File: config.mk
export PLATFORM = sky130hd
export DESIGN_NAME = bank
export DESIGN_NICKNAME = d
export VERILOG_FILES = /design/src/rtl/bank_pkg.sv /design/src/rtl/bank_refill_timer.sv /design/src/rtl/bank.sv
export SDC_FILE = /design/constraint.sdc
export NUM_CORES = 1
export LEC_CHECK = 0
export BUFFER_PORTS_ARGS = -buffer_cell sky130_fd_sc_hd__buf_4
export CAP_MARGIN = 20
export CORE_ASPECT_RATIO = 1.4
export CORE_MARGIN = 5
export CORE_UTILIZATION = 45
export CTS_CLUSTER_DIAMETER = 40
export DETAILED_ROUTE_END_ITERATION = 8
export PLACE_DENSITY = 0.68
export SLEW_MARGIN = 0
export SYNTH_ARGS = -nofsm -noshare
export SYNTH_HDL_FRONTEND = slang
export SYNTH_SLANG_ARGS = --single-unit
File: constraint.sdc
create_clock -name clk -period 3.9 [get_ports clk]
set_input_delay 0.39 -clock clk [delete_from_list [all_inputs] [get_ports clk]]
set_output_delay 0.39 -clock clk [all_outputs]
set_load 0.01 [all_outputs]
File: src/rtl/bank_pkg.sv
// Shared widths, default credit parameters and the balance clamp
// used by the per-requester credit bank.
package bank_pkg;

   localparam int BID_W = 4;
   localparam int BAL_W = 10;

   localparam int DEF_INIT_BALANCE  = 100;
   localparam int DEF_MAX_BALANCE   = 1023;
   localparam int DEF_REFILL_AMOUNT = 1;
   localparam int DEF_REFILL_PERIOD = 4;

   typedef logic signed [BAL_W+1:0] bal_wide_t;

   function automatic logic [BAL_W-1:0] clamp_bal(
      input bal_wide_t        v,
      input logic [BAL_W-1:0] max_bal
   );
      logic [BAL_W-1:0] r;
      if (v < 0)
         r = '0;
      else if (v > $signed({2'b00, max_bal}))
         r = max_bal;
      else
         r = v[BAL_W-1:0];
      return r;
   endfunction

endpackage

File: src/rtl/bank_refill_timer.sv
// Free-running refill interval timer; tick is high while the
// counter sits on its last value.
module bank_refill_timer #(
   parameter int REFILL_PERIOD = 4
) (
   input  logic clk,
   input  logic rst,
   output logic tick
);

   localparam int CW = (REFILL_PERIOD > 1) ? $clog2(REFILL_PERIOD) : 1;
   localparam logic [CW-1:0] LAST = CW'(REFILL_PERIOD - 1);

   logic [CW-1:0] r_cnt;
   logic          w_last;

   assign w_last = (r_cnt == LAST);
   assign tick   = w_last;

   always_ff @(posedge clk or negedge rst) begin
      if (!rst)
         r_cnt <= '0;
      else if (w_last)
         r_cnt <= '0;
      else
         r_cnt <= r_cnt + 1'b1;
   end

endmodule

File: src/rtl/bank.sv
// Credit account for one requester: debited by granted bids,
// topped up by the refill timer, clamped to [0, MAX_BALANCE].
module bank
   import bank_pkg::*;
#(
   parameter int INIT_BALANCE  = DEF_INIT_BALANCE,
   parameter int MAX_BALANCE   = DEF_MAX_BALANCE,
   parameter int REFILL_AMOUNT = DEF_REFILL_AMOUNT,
   parameter int REFILL_PERIOD = DEF_REFILL_PERIOD
) (
   input  logic             clk,
   input  logic             rst,
   input  logic [BID_W-1:0] bid,
   input  logic             grant,
   output logic [BAL_W-1:0] balance
);

   localparam logic [BAL_W-1:0] INIT_V = BAL_W'(INIT_BALANCE);
   localparam logic [BAL_W-1:0] MAX_V  = BAL_W'(MAX_BALANCE);
   localparam bal_wide_t        REF_V  = (BAL_W+2)'(REFILL_AMOUNT);

   logic             w_tick;
   bal_wide_t        w_debit;
   bal_wide_t        w_credit;
   bal_wide_t        w_sum;
   logic [BAL_W-1:0] r_bal;

   bank_refill_timer #(
      .REFILL_PERIOD(REFILL_PERIOD)
   ) u_timer (
      .clk (clk),
      .rst (rst),
      .tick(w_tick)
   );

   // Widen unsigned operands with zeros so the sum can go negative.
   always_comb begin
      w_debit  = '0;
      w_credit = '0;
      if (grant)
         w_debit = $signed({{(BAL_W+2-BID_W){1'b0}}, bid});
      if (w_tick)
         w_credit = REF_V;
      w_sum = $signed({2'b00, r_bal}) - w_debit + w_credit;
   end

   always_ff @(posedge clk or negedge rst) begin
      if (!rst)
         r_bal <= INIT_V;
      else
         r_bal <= clamp_bal(w_sum, MAX_V);
   end

   assign balance = r_bal;

endmodule

**Word level (Yosys, flattened, before mapping)**

Index checks and enable logic that the tools add are counted.

- Register bits: 12
- Latch bits: 0
- Memory bits (writable): 0
- Memory bits (read-only): 0
- Input bits: 7
- Output and inout bits: 10
- Word-level logic and storage cells: 13
- Memories kept: 0

- $add $sub $neg: 3
- Multipliers: 0
- Div/mod/pow operators: 0
- $lt $le $gt $ge: 2
- Equality and inequality tests: 1
- Shift operators: 0
- Multiplexer cells: 5
- Bitwise logic cells: 0
- Reduce and logical (&&, ||, !) cells: 0

Operators with widths:

| cell | number |
|---|---|
| $mux W10 | 2 |
| $add A12 B2 Y12 | 1 |
| $gt A12 B11 Y1 const B | 1 |
| $lt A12 B1 Y1 const B | 1 |
| $sub A11 B12 Y12 | 1 |
| $mux W4 | 1 |
| $add A2 B1 Y2 const B | 1 |
| $eq A2 B2 Y1 const B | 1 |
| $mux W2 | 1 |
| $mux W1 | 1 |

**Logic depth before layout (Yosys ltp)**

- Depth in word-level cells: 6
- Gate-level depth with buffers: 11
- Depth with buffers taken out: 11

**Modules after synthesis**

From an unflattened synthesis, not the netlist that was laid out.

- Cell total of the unflattened synthesis: 115
- Area, all modules: 1,086.0 sq um

By module, submodules not included:

| module | times used | cells an instance | area an instance (sq um) | sequential area each (sq um) |
|---|---|---|---|---|
| bank | 1 | 111 | 1,019.7 | 254.0 |
| bank_refill_timer | 1 | 4 | 66.3 | 50.0 |

**Worst setup path after synthesis**

OpenSTA, ideal clock, no wires.

- Kind: input to register
- Start: input bid[0]
- End: register r_bal[9], in the netlist balance[9]
- Arrival time: 2.511 ns
- Data required time: 3.813 ns
- Setup slack: 1.302 ns
- Stages on the path: 10
- Cells stage by stage: and2_1 -> ha_1 -> inv_1 -> ha_1 -> fa_1 -> a21o_1 -> a221oi_2 -> mux2i_2 -> nor2_4 -> a32oi_2

- Word-level cells in the longest chain between the ends: 6
- Elaborated cells on any way between the ends: 7
- Classes of those cells: 2 x add/sub; 2 x order compare; 3 x mux

Ends and longest elaborated chain:

| element | RTL line | source |
|---|---|---|
| start, declared | bank.sv:13 | `input logic [BID_W-1:0] bid,` |
| $mux W4 (*) | bank.sv:40 | `if (grant)` |
| $sub A11 B12 Y12 (*) | bank.sv:44 | `w_sum = $signed({2'b00, r_bal}) - w_debit + w_credit;` |
| $add A12 B2 Y12 (*) | bank.sv:44 |  |
| $gt A12 B11 Y1 | bank_pkg.sv:22 | `else if (v > $signed({2'b00, max_bal}))` |
| $mux W10 | bank_pkg.sv:22 |  |
| $mux W10 (*) | bank_pkg.sv:20 | `if (v < 0)` |
| end signal, assigned | bank.sv:51 | `r_bal <= clamp_bal(w_sum, MAX_V);` |
| end, declared | bank.sv:26 | `logic [BAL_W-1:0] r_bal;` |

Mark *: on every way between the ends. The rest lies on a longest branch, timed or not.

**Worst setup path in the final report**

- Start: register u_timer.r_cnt[0]
- End: register r_bal[5], in the netlist balance[5]

- Word-level cells in the longest chain between the ends: 6
- Elaborated cells on any way between the ends: 7
- Classes of those cells: 1 x add/sub; 2 x order compare; 1 x eq/ne; 3 x mux

Ends and longest elaborated chain:

| element | RTL line | source |
|---|---|---|
| start, declared | bank_refill_timer.sv:14 | `logic [CW-1:0] r_cnt;` |
| start signal, assigned | bank_refill_timer.sv:26 | `r_cnt <= r_cnt + 1'b1;` |
| $eq A2 B2 Y1 (*) | bank_refill_timer.sv:17 | `assign w_last = (r_cnt == LAST);` |
| $mux W1 (*) | bank.sv:42 | `if (w_tick)` |
| $add A12 B2 Y12 (*) | bank.sv:44 |  |
| $gt A12 B11 Y1 | bank_pkg.sv:22 |  |
| $mux W10 | bank_pkg.sv:22 |  |
| $mux W10 (*) | bank_pkg.sv:20 |  |

Marked as above.

==> metrics.txt <==
CTS Buf Count 3; commonest non-fill, non-tap cells in the layout ha_1, buf_4, inv_1, a21oi_1, dfrtp_1; first-pass GRT wire length 3.95 mm; DIE AREA 3510 µm²; Clk Latency, worst-skew pair 270 ps; cell count after synthesis 115; RSZ-0062 raised after global routing false; fin crit share 69.9%; Clock transition at path regs 70 ps; Max Root-Sink Buffers 2; Die Y 68.1 µm; WL final 2.37 mm; worst-path maximum fanout 8; Data arrival, critical path 2910 ps; Worst-Margin Slew 790 ps; Startpoint Class register; # diodes 0; clk sink count 12; post-synth top area share 20.7%; highest clock rate 0.367 GHz; compound-gate portion of the synthesized area 23.4%; post-synthesis instance area 1090 µm²; Max Cap Viol 0; post-synthesis xor/xnor area fraction 4.84%; Avg Vias per Cell 5.84; ys async rst share 100%; Final Max Slew Viols 0; Worst EP required 4080 ps; cells on worst reg2reg path 11; layout cells sized above 1 23.1%; TritonCTS clock tree done; post-route antenna net violation count 0; vias in the first global route 913; synthesized flop and latch total 12; Overall Global Routing Usage 15.1%; Layout Area Growth over Synthesis 16.2%; Final Hold Viols 0; HP Class register to register; synth warn 0; # Post-CTS Setup Buffers 0; port bufs 16; Synth Area in Adders 22.6%; DRT Pass-1 Iters 4; CTS Hold Bufs 1; GPL Wtd Cong 0.854; Netlist cell types 34; # rows 21; final setup fails 0; number of synthesized flops with an enable pin 0; total grt overflow 0; Slew headroom 47.4%; status completed; Final TNS setup 0 ps; post-detail-place hpwl 1.97 mm; Ports 17; area of the core 2360 µm²; Setup Crit Path Kind register to register; largest family of logic cells by synthesized area compound AO/OA/AOI/OAI gates; commonest non-fill, non-tap cell in the layout ha_1; Final nets 161; Resized cells post-CTS 0; post-synthesis mux area share 2.19%; Initial Util 45.9%; Post-Synth Simple-Gate Area 14.7%; largest net degree at the start of global routing 13; H-Tree Depth 1; hold depth 1; Synth area leaders dfrtp_1, ha_1, dfstp_2, a22oi_1, a21oi_1; Synth Area per Inst 9.44 µm²; Clock Skew 5.88 ps; DRC 0; cell accounting for the most synthesized area dfrtp_1; Synth Net Count 141; initial antenna violation count 0; routed vias 917; minimum clock period 2730 ps; sequential-to-total area share from yosys stat 28.0%; WL/cell 15.1 µm; CP Capture Type register; Iter 0 DRT Violations 32; main flop type after synthesis dfrtp_1; die width 51.5 µm; clk root buf clkbuf_4; Hold Slack 426 ps
state kept, by name, summed over array words and instances (netlist names):
| signal | cells |
|---|---|
| u_timer.r_cnt | 2 |
| balance | 10 |
worst max-delay path, stage by stage, from the launching register on:
cell and delay, ps:
dfrtp_1 350, ha_1 160, inv_1 40, ha_1 270, inv_1 40, ha_1 200
fa_1 430, a21o_1 220, a221oi_2 320, mux2i_2 350, nor2_4 90, a22oi_1 170
Yosys cell counts (4+ instances only):
| library cell | instances |
|---|---|
| nand2b_1 | 5 |
| nand2_1 | 7 |
| ha_1 | 18 |
| a22oi_1 | 7 |
| dfrtp_1 | 9 |
| nor2_1 | 4 |
| inv_1 | 10 |
| a21oi_1 | 10 |
logic make-up after synthesis:
kind of cell    Yosys count
simple gates             29
fa+ha+maj                19
buf+inv                  12
flops                    12
mux                       2
compound gates           35
xor+xnor                  6
cell type report:
| type | count | area, µm² |
|---|---|---|
| fill | 224 | 1100 |
| multi-input combinational | 91 | 736 |
| sequential | 12 | 304 |
| timing repair buffer | 17 | 130 |
| inverter | 10 | 37.5 |
| tap | 23 | 28.8 |
| clock buffer | 4 | 26.3 |
routing by layer:
| metal | global-route usage, % | wire (µm) |
|---|---|---|
| met1 | 15.8 | 948 |
| met2 | 28.0 | 1200 |
| met3 | 3.70 | 145 |
| met4 | 6.56 | 70 |
| met5 | 0 | 0 |
final timing paths:
check / start / endpoint / slack (ps)
max: u_timer.r_cnt[0] / balance[5] / 1170
min: u_timer.r_cnt[0] / u_timer.r_cnt[0] / 430
max reg2reg: u_timer.r_cnt[0] / balance[5] / 1170
min reg2reg: u_timer.r_cnt[0] / u_timer.r_cnt[0] / 430
max in group asynchronous: rst / balance[2] / 3190
min in group asynchronous: rst / balance[8] / 480
metrics by stage:
step | cells | setup slack, ps | instance area (µm²) | util (%)
after floorplan | 115 | 1300 | 1090 | -
after global placement | 152 | 1100 | 1230 | 51.9
after detailed placement | 152 | 1010 | 1230 | 51.9
after CTS | 157 | 1150 | 1260 | 53.4
after global routing | 157 | 970 | 1260 | 53.4
final | 157 | 1170 | 1260 | 53.4
Power is left out: the tool's default activity adds up to more than one toggle a clock period on the data nets, which glitch-free logic cannot reach.
